===== src/rtl/pipelined_addsub.sv =====
// Segmented, pipelined add/subtract: stage k resolves SEG-bit segment k and hands
// its carry to stage k+1, giving one beat per cycle at any WIDTH with a global stall.
module pipelined_addsub #(
  parameter int WIDTH = 32,
  parameter int SEG   = 8
) (
  input  logic             clk,
  input  logic             rst_n,
  input  logic             in_valid,
  output logic             in_ready,
  input  logic [WIDTH-1:0] a,
  input  logic [WIDTH-1:0] b,
  input  logic             c_in,
  input  logic             sub,
  output logic             out_valid,
  input  logic             out_ready,
  output logic [WIDTH-1:0] sum,
  output logic             c_out,
  output logic             ovf
);
  localparam int STAGES = WIDTH / SEG;

  logic              advance;
  logic [WIDTH-1:0]  b_eff;
  logic              c_eff;
  logic [STAGES-1:0] vld_pipe_d, vld_pipe_q;
  logic              ovf_d, ovf_q;

  assign out_valid = vld_pipe_q[STAGES-1];
  assign advance   = !out_valid || out_ready;
  assign in_ready  = advance;

  // Subtract is a + ~b + !borrow_in, so the segment adders never see the mode.
  assign b_eff = sub ? ~b : b;
  assign c_eff = sub ? ~c_in : c_in;

  always_comb begin
    vld_pipe_d = vld_pipe_q;
    if (advance) vld_pipe_d = (vld_pipe_q << 1) | STAGES'(in_valid);
  end

  always_ff @(posedge clk or negedge rst_n) begin
    if (!rst_n) begin
      vld_pipe_q <= '0;
      ovf_q      <= 1'b0;
    end else if (advance) begin
      vld_pipe_q <= vld_pipe_d;
      ovf_q      <= ovf_d;
    end
  end

  for (genvar k = 0; k < STAGES; k++) begin : g_stg
    localparam int HI_W = WIDTH - k*SEG;   // operand bits not yet consumed
    logic [HI_W-1:0]      a_i, b_i;
    logic                 c_i;
    logic [SEG:0]         seg_sum;
    logic [(k+1)*SEG-1:0] s_d, s_q;
    logic                 c_d, c_q;

    if (k == 0) begin : g_first
      assign a_i = a;
      assign b_i = b_eff;
      assign c_i = c_eff;
      assign s_d = seg_sum[SEG-1:0];
    end else begin : g_next
      assign a_i = g_stg[k-1].g_hi.ah_q;
      assign b_i = g_stg[k-1].g_hi.bh_q;
      assign c_i = g_stg[k-1].c_q;
      assign s_d = {seg_sum[SEG-1:0], g_stg[k-1].s_q};
    end

    always_comb begin
      seg_sum = {1'b0, a_i[SEG-1:0]} + {1'b0, b_i[SEG-1:0]} + {{SEG{1'b0}}, c_i};
      c_d     = seg_sum[SEG];
    end

    always_ff @(posedge clk or negedge rst_n) begin
      if (!rst_n) begin
        s_q <= '0;
        c_q <= 1'b0;
      end else if (advance) begin
        s_q <= s_d;
        c_q <= c_d;
      end
    end

    if (k < STAGES-1) begin : g_hi
      logic [HI_W-SEG-1:0] ah_d, ah_q, bh_d, bh_q;
      assign ah_d = a_i[HI_W-1:SEG];
      assign bh_d = b_i[HI_W-1:SEG];

      always_ff @(posedge clk or negedge rst_n) begin
        if (!rst_n) begin
          ah_q <= '0;
          bh_q <= '0;
        end else if (advance) begin
          ah_q <= ah_d;
          bh_q <= bh_d;
        end
      end
    end else begin : g_last
      // Carry into the MSB is recovered from the MSB sum bit and its two operand bits.
      assign ovf_d = a_i[SEG-1] ^ b_i[SEG-1] ^ seg_sum[SEG-1] ^ seg_sum[SEG];
    end
  end

  assign sum   = g_stg[STAGES-1].s_q;
  assign c_out = g_stg[STAGES-1].c_q;
  assign ovf   = ovf_q;

endmodule


===== config.mk =====
export PLATFORM = sky130hd
export DESIGN_NAME = pipelined_addsub
export DESIGN_NICKNAME = d
export VERILOG_FILES = /design/src/rtl/pipelined_addsub.sv
export SDC_FILE = /design/constraint.sdc
export NUM_CORES = 1
export LEC_CHECK = 0
export CAP_MARGIN = 0
export CORE_UTILIZATION = 55
export CTS_CLUSTER_SIZE = 30
export DETAILED_ROUTE_END_ITERATION = 8
export PLACE_DENSITY = 0.77
export RECOVER_POWER = 50
export SETUP_SLACK_MARGIN = 0.02
export SYNTH_ARGS = -nofsm -noshare
export SYNTH_HDL_FRONTEND = slang
export SYNTH_SLANG_ARGS = --single-unit

===== constraint.sdc =====
create_clock -name clk -period 3.2 [get_ports clk]
set_input_delay 0.96 -clock clk [delete_from_list [all_inputs] [get_ports clk]]
set_output_delay 0.96 -clock clk [all_outputs]
set_load 0.03 [all_outputs]

==> qor.csv <==
stage;metric;value;unit
outcome;status;complete, but fails checks;
outcome;violated checks;capacitance limit, slew limit;
layout;most frequent cells in the layout;nand2_1 (438), dfrtp_1 (185), clkdlybuf4s50_1 (101);
layout;Final Util;69.0;%
yosys;Netlist cell types;40;
die;IO Count;106;
die;Initial Util;57.2;%
worst_setup_path;Critical Path RT;2.24;ns
place;placed cells;1177;
worst_setup_path;CP Capture Type;primary output;
sta;crit path time final;2.92;ns
global_route;first-pass GRT wire length;26900;um
sta;crit share post-route;91.3;%
clock_network;CTS tree;built;
sta;RSZ-0062 raised after global routing;no;
yosys;async set-reset flop share out of synthesis;100;%
clock_network;CTS clock-pin slew for the worst setup and hold paths;0.06;ns
place;Placed Area;9650;sq um
clock_network;clk root buf;clkbuf_16;
yosys;mapped cell area;8440;sq um
pwr;clock power share;19.7;%
worst_setup_path;critical path's slowest cell;dlygate4sd3_1;
clock_network;Worst-Skew Late Latency;0.43;ns
global_route;overall routing resource usage;21.5;%
yosys;Top FF cell, synth;dfrtp_1;
route;Vias/cell;5.04;
worst_setup_path;Worst EP arrival;1.96;ns
sta;Setup WS post-layout;0.279;ns
worst_setup_path;crit path launch type;input pin;
pwr;Comb pwr share;40.8;%
clock_network;CTS Sinks;185;
worst_hold_path;Worst Hold Class;flip-flop to flip-flop;
yosys;synth warn;0;
yosys;Syn Area/Cell;9.18;sq um
route;Routed Antenna Nets;0;
pwr;Reg power frac;39.6;%
die;Core Region;14800;sq um
layout;share of layout cells above drive strength 1;5.57;%
global_route;grt total ovfl;0;
sta;slew margin rel.;-36.3;%
sta;count of final hold-check violations;0;
worst_setup_path;critical path class;input pin to primary output;
clock_network;post_cts resized;0;
worst_setup_path;crit path cell chain;dlygate4sd3_1, nor2b_4, inv_4, buf_12;
pwr;internal power;6.25;mW
pwr;Net Sw Frac;38.0;%
place;routability cong.;0.817;
route;Iteration-0 DRC Markers;388;
sta;Max Freq;342;MHz
layout;layout overhead on the synthesized area;20.6;%
die;Die Ht;126;um
layout;Nets;1118;
yosys;sequential share of the synthesized area;54.8;%
sta;Setup Skew;0.00600;ns
yosys;Post-Synthesis Cells;920;
layout;post-route cell area;10200;sq um
sta;Final Max Tran Viols;80;
yosys;register bit total from synthesis;185;
worst_hold_path;hold depth;2;
pwr;total power;10.1;mW
clock_network;Post-CTS Setup Inserts;0;
layout;Finished Layout Cells;1208;
worst_setup_path;Max stage delay on crit path;0.57;ns
clock_network;Clock Path Buffers;2;
route;via count;6087;
yosys;Synth Area in Simple Gates;22.6;%
route;Detailed Routing Iterations Pass 1;4;
place;PortBufs;105;
yosys;main combinational cell family by area after synthesis;simple AND/OR/NAND/NOR gates;
layout;Multi-input gate area;3540;sq um
layout;commonest non-fill, non-tap cell in the layout;nand2_1;
sta;Slew @ Worst Pin;2.05;ns
layout;fill count;1202;
die;Die X;126;um
clock_network;TritonCTS Buffers;17;
layout;register area;4630;sq um
global_route;initial antenna violation count;0;
worst_setup_path;worst-path fanout max;5;
pwr;Leak;5.01;nW
global_route;vias in the first global route;5651;
yosys;Synth Area in Compound Gates;8.08;%
route;Total Wirelength;15600;um
route;Remaining DRCs;0;
place;dpl ws;-0.00551;ns
worst_setup_path;FF-to-FF setup slack;0.78;ns
yosys;xor and xnor area share after synthesis;5.19;%
job;maxcap violations;1;
route;average wire per standard cell;12.9;um
pwr;Worst VDD drop;0.512;mV
global_route;largest net degree at the start of global routing;159;
yosys;post-synthesis mux area share;0;%
die;die area;15800;sq um
clock_network;CTS Hold Buffers Added;0;
yosys;number of synthesized flops with an enable pin;0;
layout;ANT cells;0;
sta;# setup viols final;0;
yosys;net count after synthesis;1026;
clock_network;H-tree Lvls;4;
worst_setup_path;cell depth of the worst flop-to-flop path;7;
yosys;Synth Area in Adders;6.05;%
pwr;NetSw;3.83;mW
pwr;PD cells;991;nW/um^2
die;Cell Rows;44;
place;Final HPWL DP;10600;um
critical path, delay by kind of cell:
| kind | cells | cell delay [ns] |
|---|---|---|
| buffers and inverters | 3 | 0.78 |
| and+or+nand+nor | 1 | 0.22 |
cell families after synthesis:
logic type                 Yosys count
DFF                                185
adders and majority gates           36
buffers and inverters               54
xor gates and xnor gates            50
AOI/OAI and AO/OA                  112
and+or+nand+nor                    483
cell type report:
class                   instances  area share [%]
flip-flops and latches        185            45.5
multi-input cells             681            34.8
repair buffers                119            11.6
clock buffers                  20            4.58
well taps                     184            2.26
clock inverters                11           0.971
inverters                       8           0.320
state kept, by name, summed over array words and instances, names as in the netlist:
signal           count
c_out                1
g_stg.c_q            3
g_stg.g_hi.ah_q     48
g_stg.g_hi.bh_q     48
g_stg.s_q           48
ovf                  1
sum                 32
vld_pipe_q           4
metal layers:
metal / track usage (%) / vias up / wire length, um
met4: 7.87 / 0 / 236
met5: 0 / - / 0
met2: 31.9 / 97 / 7020
met3: 4.21 / 23 / 487
li1: - / 3140 / -
met1: 31.5 / 2827 / 7820
per-stage QoR:
step	hold WS [ns]	setup TNS, ns
finish	0.456	0
global route	0.483	0
CTS	0.463	0
detailed placement	0.448	-0.00551
global placement	0.444	0
floorplan	0.430	0
cell usage after synthesis (all sizes together) (6+ instances only):
cell	number	share of area, %
a21oi	24	1.5
inv	8	0.36
o21ai	53	3.1
a21o	9	0.80
nand2	438	19
xor2	20	2.1
nand3	8	0.47
nor2	15	0.67
dfrtp	185	55
a211oi	13	1.4
ha	28	4.2
fa	8	1.9
xnor2	30	3.1
o21bai	6	0.62
buf	29	2.0
clkbuf	17	0.87
power by group through the flow:
stage / sequential (mW) / combinational, mW / clock [mW]
after floorplan: 4.31 / 2.63 / 0
after global placement: 3.99 / 4.04 / 0
after detailed placement: 4.04 / 4.15 / 0
after CTS: 4.00 / 4.18 / 2.03
after global routing: 4.12 / 4.64 / 2.13
final: 3.99 / 4.11 / 1.98
final timing paths:
path                               start               endpoint
setup / recovery               out_ready               in_ready
hold / removal             vld_pipe_q[2]          vld_pipe_q[2]
setup reg to reg            g_stg[2].c_q                    ovf
hold reg to reg            vld_pipe_q[2]          vld_pipe_q[2]
max in group asynchronous          rst_n        g_stg[0].s_q[0]
min in group asynchronous          rst_n  g_stg[0].g_hi.ah_q[0]
Note: power is estimated with default switching activity, not from simulation.
